`src/rtl/ascon_p_sequencer_if.sv`:
```
`default_nettype none
// +--------------------------------------------------------------------------+
// | Module   : ascon_p_sequencer_if                                          |
// | Purpose  : Job bus of the Ascon permutation round sequencer. It carries  |
// |            a 320-bit state plus a round count in, and the permuted       |
// |            state out. Each direction has its own valid/ready handshake.  |
// | Ports    : in_valid/in_ready/in_state/in_rounds   - job request         |
// |            out_valid/out_ready/out_state          - job result          |
// |            modport master : job producer / result consumer               |
// |            modport slave  : the sequencer                                |
// | Revision : 1.0 - initial release                                         |
// +--------------------------------------------------------------------------+
interface ascon_p_sequencer_if #(
   parameter int BW = 64
);
   logic            in_valid;
   logic            in_ready;
   logic [5*BW-1:0] in_state;
   logic [3:0]      in_rounds;
   logic            out_valid;
   logic            out_ready;
   logic [5*BW-1:0] out_state;

   modport master (
      output in_valid, in_state, in_rounds, out_ready,
      input  in_ready, out_valid, out_state
   );

   modport slave (
      input  in_valid, in_state, in_rounds, out_ready,
      output in_ready, out_valid, out_state
   );
endinterface
`default_nettype wire

```
`src/rtl/ascon_p_sequencer.sv`:
```
`default_nettype none
// +--------------------------------------------------------------------------+
// | Module   : ascon_p_sequencer                                             |
// | Purpose  : Round controller for the serial Ascon permutation core. Each  |
// |            round loads 5 words into the core, then reads 5 result words  |
// |            back into the work buffer. That takes 11 cycles per round.    |
// | Ports    : clk, rstn       - clock, synchronous active-low reset        |
// |            job (slave)     - job in / result out handshake bus          |
// |            busy            - job in progress                            |
// |            p_en            - core load enable (LOAD only)               |
// |            p_slice_idx     - core word index 0..4                       |
// |            p_round_const   - round constant, used by core at word 2     |
// |            p_slice_in      - word loaded into the core                  |
// |            p_slice_out     - core result word, 1 cycle after the index  |
// | Revision : 1.0 - initial release                                         |
// +--------------------------------------------------------------------------+
module ascon_p_sequencer #(
   parameter int BW         = 64,
   parameter int ROUNDS_MAX = 12
) (
   input  logic                clk,
   input  logic                rstn,
   ascon_p_sequencer_if.slave  job,
   output logic                busy,
   output logic                p_en,
   output logic [2:0]          p_slice_idx,
   output logic [7:0]          p_round_const,
   output logic [BW-1:0]       p_slice_in,
   input  logic [BW-1:0]       p_slice_out
);

   typedef enum logic [2:0] {
      IDLE  = 3'd0,
      LOAD  = 3'd1,
      READ  = 3'd2,
      DRAIN = 3'd3,
      DONE  = 3'd4
   } state_t;

   localparam logic [3:0] c_rounds_max = 4'(ROUNDS_MAX);
   localparam logic [2:0] c_last_word  = 3'd4;

   state_t          r_state;
   state_t          w_state_nxt;
   logic [2:0]      r_k;
   logic [2:0]      w_k_nxt;
   logic [3:0]      r_rnd;
   logic [3:0]      w_rnd_nxt;
   logic [3:0]      r_a;
   logic [BW-1:0]   r_work [5];
   logic            w_accept;
   logic [3:0]      w_a_sel;
   logic [3:0]      w_ci;

   assign w_accept = (r_state == IDLE) && job.in_valid;

   // Out-of-range counts fall back to the full permutation.
   assign w_a_sel = (job.in_rounds == 4'd0 || job.in_rounds > c_rounds_max)
                    ? c_rounds_max : job.in_rounds;

   // Constant index counts up so that the last round always uses index 11.
   assign w_ci = c_rounds_max - r_a + r_rnd;

   // State register
   always_ff @(posedge clk) begin
      if (!rstn) begin
         r_state <= IDLE;
      end else begin
         r_state <= w_state_nxt;
      end
   end

   // Next-state and counter logic
   always_comb begin
      w_state_nxt = r_state;
      w_k_nxt     = r_k;
      w_rnd_nxt   = r_rnd;
      unique case (r_state)
         IDLE: begin
            if (job.in_valid) begin
               w_state_nxt = LOAD;
               w_k_nxt     = 3'd0;
               w_rnd_nxt   = 4'd0;
            end
         end
         LOAD: begin
            if (r_k == c_last_word) begin
               w_state_nxt = READ;
               w_k_nxt     = 3'd0;
            end else begin
               w_k_nxt = r_k + 3'd1;
            end
         end
         READ: begin
            if (r_k == c_last_word) begin
               w_state_nxt = DRAIN;
            end else begin
               w_k_nxt = r_k + 3'd1;
            end
         end
         DRAIN: begin
            if (r_rnd < r_a - 4'd1) begin
               w_state_nxt = LOAD;
               w_rnd_nxt   = r_rnd + 4'd1;
               w_k_nxt     = 3'd0;
            end else begin
               w_state_nxt = DONE;
            end
         end
         DONE: begin
            if (job.out_ready) begin
               w_state_nxt = IDLE;
               w_k_nxt     = 3'd0;
            end
         end
         default: begin
            w_state_nxt = IDLE;
            w_k_nxt     = 3'd0;
         end
      endcase
   end

   // Counters and work buffer
   always_ff @(posedge clk) begin
      if (!rstn) begin
         r_k   <= 3'd0;
         r_rnd <= 4'd0;
         r_a   <= 4'd0;
         for (int i = 0; i < 5; i++) begin
            r_work[i] <= '0;
         end
      end else begin
         r_k   <= w_k_nxt;
         r_rnd <= w_rnd_nxt;
         if (w_accept) begin
            r_a <= w_a_sel;
            for (int i = 0; i < 5; i++) begin
               r_work[i] <= job.in_state[(4-i)*BW +: BW];
            end
         end
         // The core output lags the index by one cycle, so READ word k
         // delivers result word k-1 and DRAIN delivers the last word.
         if (r_state == READ && r_k != 3'd0) begin
            r_work[r_k - 3'd1] <= p_slice_out;
         end
         if (r_state == DRAIN) begin
            r_work[4] <= p_slice_out;
         end
      end
   end

   assign job.in_ready  = (r_state == IDLE);
   assign job.out_valid = (r_state == DONE);
   assign job.out_state = {r_work[0], r_work[1], r_work[2], r_work[3], r_work[4]};

   assign busy          = (r_state != IDLE);
   assign p_en          = (r_state == LOAD);
   assign p_slice_idx   = r_k;
   assign p_round_const = (r_state == LOAD) ? {~w_ci, w_ci} : 8'd0;
   assign p_slice_in    = (r_state == LOAD) ? r_work[r_k] : '0;

endmodule
`default_nettype wire

```
`src/flat_wrapper.sv`:
```
// flat-port wrapper written by rule: the top's interface ports become plain ports
module ascon_p_sequencer_flat 
#(
   parameter int BW         = 64,
   parameter int ROUNDS_MAX = 12
)
  (clk, rstn, busy, p_en, p_slice_idx, p_round_const, p_slice_in, p_slice_out, job_in_valid, job_in_state, job_in_rounds, job_out_ready, job_in_ready, job_out_valid, job_out_state);
  ascon_p_sequencer_if #(.BW(BW)) job_i ();
  input  logic clk;
  input  logic rstn;
  output logic busy;
  output logic p_en;
  output logic [2:0] p_slice_idx;
  output logic [7:0] p_round_const;
  output logic [BW-1:0] p_slice_in;
  input  logic [BW-1:0] p_slice_out;
  input wire logic [$bits(job_i.in_valid)-1:0] job_in_valid;
  input wire logic [$bits(job_i.in_state)-1:0] job_in_state;
  input wire logic [$bits(job_i.in_rounds)-1:0] job_in_rounds;
  input wire logic [$bits(job_i.out_ready)-1:0] job_out_ready;
  output wire logic [$bits(job_i.in_ready)-1:0] job_in_ready;
  output wire logic [$bits(job_i.out_valid)-1:0] job_out_valid;
  output wire logic [$bits(job_i.out_state)-1:0] job_out_state;
  assign job_i.in_valid = job_in_valid;
  assign job_i.in_state = job_in_state;
  assign job_i.in_rounds = job_in_rounds;
  assign job_i.out_ready = job_out_ready;
  assign job_in_ready = job_i.in_ready;
  assign job_out_valid = job_i.out_valid;
  assign job_out_state = job_i.out_state;
  ascon_p_sequencer #(.BW(BW), .ROUNDS_MAX(ROUNDS_MAX)) u_core (.clk(clk), .rstn(rstn), .job(job_i), .busy(busy), .p_en(p_en), .p_slice_idx(p_slice_idx), .p_round_const(p_round_const), .p_slice_in(p_slice_in), .p_slice_out(p_slice_out));
endmodule
```
`config.mk`:
```
export PLATFORM = sky130hd
export DESIGN_NAME = ascon_p_sequencer_flat
export DESIGN_NICKNAME = d
export VERILOG_FILES = /design/src/rtl/ascon_p_sequencer_if.sv /design/src/rtl/ascon_p_sequencer.sv /design/src/flat_wrapper.sv
export SDC_FILE = /design/constraint.sdc
export NUM_CORES = 1
export LEC_CHECK = 0
export BUFFER_PORTS_ARGS = -buffer_cell sky130_fd_sc_hd__buf_2
export CAP_MARGIN = 20
export CORE_AREA = 2 2 305 307
export CTS_CLUSTER_SIZE = 10
export DETAILED_ROUTE_END_ITERATION = 12
export DIE_AREA = 0 0 307 309
export HOLD_SLACK_MARGIN = 0.15
export PLACE_DENSITY = 0.55
export SKIP_CTS_REPAIR_TIMING = 1
export SLEW_MARGIN = 20
export SYNTH_ARGS = -nofsm -noshare
export SYNTH_HDL_FRONTEND = slang
export SYNTH_SLANG_ARGS = --single-unit
```
`constraint.sdc`:
```
create_clock -name clk -period 14.86 [get_ports clk]
set_input_delay 1.486 -clock clk [delete_from_list [all_inputs] [get_ports clk]]
set_output_delay 1.486 -clock clk [all_outputs]
set_load 0.01 [all_outputs]
```
# Yosys cells after proc, flatten, opt, wreduce, memory -nomap -nowiden
# Memory sizes are Yosys's and may differ from the RTL's. A register that Yosys moved wholly into a read port is not among the register bits.
# Index checks and enable logic that the tools add are counted.
# totals
register_bits	14
ramBits	320
inputBits	392
out_inout_bits	399
word_cells	81
mem_count	1
# op_classes
addsub	6
n_lt_le_gt_ge	2
n_eq_ne	11
n_mux	38
bitwise	7
n_reduce_logical	12
# mem_list
memory	words	width	read_ports	rd_clocked_by_memory_dff	wr	line	source
u_core.r_work	5	64	6	1	5	ascon_p_sequencer.sv:50	logic [BW-1:0] r_work [5];
# ops
op	n
2-to-1 mux 64 bit	8
OR reduction 64 bit	1
2-to-1 mux 3 bit	12
case mux 3 bit (5 select lines)	2
2-to-1 mux 4 bit	3
2-to-1 mux 1 bit	11
2-to-1 mux 8 bit	1
case mux 4 bit (2 select lines)	1
AND reduction 4 bit	2
equality test 3 x 2 -> 1 bit (second input constant)	2
equality test 3 bit (second input constant)	2
!= test 2 x 1 -> 1 bit (second input constant)	3
!= test 2 bit (second input constant)	3
bitwise OR 1 bit	6
nonzero test 3 bit	2
adder 4 x 1 -> 4 bit (second input constant)	1
adder 4 bit	1
> comparator 4 bit (second input constant)	1
zero test 4 bit	1
< comparator 4 bit	1
NOT 4 bit	1
subtractor 4 x 1 -> 4 bit (second input constant)	1
subtractor 4 bit (first input constant)	1
adder 3 x 1 -> 3 bit (second input constant)	1
other kinds (7)	8

# Longest topological paths before layout
# depth
ltp_word	7
depth_mapped	9
depth_no_buf	9

# Least setup slack after synthesis
# OpenSTA, ideal clock, no wires.
# synth_path
path_kind	input to register
startpoint	input rstn
endpoint	memory u_core.r_work[1][0], enable pin
setup_ps	575
t_arrival_ps	6605
t_required_ps	14285
path_slack_ps	7681
cell_stages	5
n_path_buf	1
cell_sequence	buf_2 -> nand3b_1 -> nor3_2 -> nand2_2 -> o21ai_0
# synth_rtl
element	line	source
from (decl)	flat_wrapper.sv:10	input logic rstn;
to (decl)	ascon_p_sequencer.sv:50	

==> flow_summary.yaml <==
outcome:
  outcome: "finished, final reports clean"
final_layout:
  drive_above_1_share_pct: 48.4
  nNetsFinal: 2542
  final_area_um2: 31000
  area_growth_pct: 29.1
  finalCoreUtilization_pct: 33.9
timing:
  tns_ns: 0
  fmax_ghz: 0.194
  fin_crit_sh_pct: 34.7
  setup_violations: 0
  rsz0062_at_grt: "no"
  worst_pin_slew_ns: 1.17
  timing.final.crit_period_ns: 5.16
  maxSlewViolCount: 0
  postLayoutSetupSlackWorst_ns: 9.70
  hold_viol_final: 0
  clock_skew_ns: 0.0196
  slew_headroom_pct: 22.3
critical_path:
  crit_chain: "buf_4 > buf_4 > mux4_2 > mux2i_1 > nor2_1 > buf_2"
  critPathKind: "flop to output port"
  crit_path_top_delay_cell: "buf_4"
  reg2reg_slack_ns: 10.71
  critPathMaxStageDelay_ns: 0.84
  r2r_cells: 8
  cpMostUsedCell: "buf_4"
  r2r-end: "u_core.r_work[2][35]"
  r2r_start: "u_core.r_state[0]"
  required_ns: 13.37
  start_kind: "flop"
  end_kind: "output port"
  cp.arrival_ns: 3.68
  path_max_fanout: 45
yosys:
  synth_flop_cell: "edfxtp_1"
  synthMuxAreaShare_pct: 14.9
  synth_compound_area_share_pct: 12.5
  syn_area_um2: 24000
  synthTopCellsByCount: "edfxtp_1, a22o_1, mux4_2"
  yosysMostFrequentCell: "edfxtp_1"
  synthCells: 1365
  yosys-top-cells-area: "edfxtp_1, mux4_2, a22o_1, mux2i_1, dfxtp_1"
  ys_types: 49
  yosysWarnings: 0
  synthXorXnorAreaFrac_pct: 0.287
  synth-seq-area-share_pct: 65.5
  synthArstFlopShare_pct: 0
  ys_ff_latch: 529
  synth_top_area_share_pct: 64.1
  yosys.area_share.adder_pct: 0.761
  yosys.area_share.simple_pct: 2.86
  syn_area_per_cell_um2: 17.6
  synth_edf_count: 512
  syn-num-nets: 1771
  synth_top_area_cell: "edfxtp_1"
  synth_top_family_by_area: "multiplexers"
place:
  preCtsSetupSlack_ns: 9.89
  place_area_um2: 29100
  hpwlAfterDp_um: 62900
  io_buffers: 790
  gp_congestion: 0.867
min_path:
  min_path_cells: 2
  worst_hold_path_type: "flop to flop"
  min-delay-start: "u_core.r_a[1]"
  hold_end: "u_core.r_a[1]"
global_routing:
  grt_use_met3_pct: 4.95
  grt_antenna_before_repair: 13
  gr-usage-all-layers_pct: 19.0
  grt_pass1_wl_um: 130000
  grt_max_degree: 92
  overflow: 0
  met1_usage_pct: 22.1
  top_usage_layer: "met2"
  grt_pass1_vias: 18300
  met2_usage_pct: 33.6
power_and_ir_drop:
  power.internal_uw: 2810
  p_clk_share_pct: 38.1
  swShare_pct: 26.5
  finalPower_uw: 3820
  pwr-share-seq_pct: 47.5
  p_per_area_nw_per_um2: 123
  p_switching_uw: 1010
  power_frac_comb_pct: 14.4
  leakage_uw: 0.0122
  max-vdd-ir-drop_mv: 0.0703
drt:
  vias_per_cell: 5.20
  drc: 0
  drtPass1Iterations: 5
  wire_per_inst_um: 28.0
  final_antenna_net_count: 0
  drt-total-wl_um: 94200
  drt_iter0_drc: 1550
  vias: 17500
clocking:
  cts_tree: "yes"
  cts.clk_slew.worst_paths_ns: 0.06
  clock_tree.buffer_depth: 3
  clk_latency_ns: 0.61
  cts.sinks: 529
  cts_htree_levels: 3
  cts_root_buffer: "clkbuf_16"
  cts_buffers: 66
die:
  ios: 791
  dieArea_um2: 94900
  die_w_um: 307
  start_util_pct: 26.3
  core_area_um2: 91400
  die_h_um: 309
  rows: 111
job:
  max_cap_viol_count: 0
sequential cells by signal (all words and copies together) (netlist names), named ones only:
name,cells
u_core.p_slice_idx,3
u_core.r_work,512
u_core.r_a,4
u_core.r_rnd,4
u_core.r_state,3
cell type report:
cell class / count / area [µm²]
diodes: 6 / 15.0
well taps: 1186 / 1480
fillers: 8957 / 60400
multi-input cells: 706 / 7600
inverters: 12 / 45.0
repair buffers: 821 / 4230
flip-flops and latches: 529 / 15700
clock inverters: 16 / 116
clock buffers: 86 / 1750
how the worst max path moves through the flow:
stage | cells after the start | end | start | slack (ns)
finish | 6 | p_slice_in[40] | flop | 9.70
global route | 6 | p_slice_in[40] | flop | 9.31
CTS | 6 | p_slice_in[5] | flop | 9.30
detailed placement | 7 | u_core.r_work[4][50] | rstn | 9.89
global placement | 7 | u_core.r_work[0][33] | rstn | 10.0
floorplan | 5 | u_core.r_work[1][0] | rstn | 7.68
power by group through the flow:
stage	Sequential, µW	Clock [µW]	Combinational (µW)
finish	1820	1460	549
detailed placement	1850	0	551
global route	1820	1550	585
global placement	1840	0	548
CTS	1820	1490	553
floorplan	1870	0	236
cells by family after synthesis:
logic type | count (synthesis)
AOI/OAI and AO/OA | 348
adders and majority gates | 14
muxes | 196
DFF | 529
buffers and inverters | 130
xor gates and xnor gates | 7
and+or+nand+nor | 141
cell usage in the layout, fill, tap and decap left out, types with 13 or more instances in the layout:
cell type	netlist	routed
edfxtp_1	512	512
mux2i_1	68	68
buf_2	32	790
ha_1	13	13
buf_4	30	25
clkbuf_16	0	67
mux4_2	128	128
a22o_1	320	320
clkbuf_1	29	19
dfxtp_1	17	14
nor2_1	77	76
worst max-delay path: cells and delay by family (launching register included):
| family | cells | cell delay, ns |
|---|---|---|
| AND/OR/NAND/NOR | 1 | 0.09 |
| buffers and inverters | 3 | 1.65 |
| flip-flops | 1 | 0.40 |
| multiplexers | 2 | 0.85 |
per-layer routing:
layer	part of all wire, %	vias up
li1	-	7291
met1	37	8958
met2	51	1078
met3	9.4	157
met4	2.6	10
met5	0.072	-
stage by stage:
step | std cells | hold WS (ns)
2_1_floorplan | 1365 | 0.445
3_3_place_gp | 3252 | 0.463
3_5_place_dp | 3253 | 0.485
4_1_cts | 3355 | 0.492
5_1_grt | 3360 | 0.521
6_report | 3362 | 0.492
(Power assumes the default switching activity.)
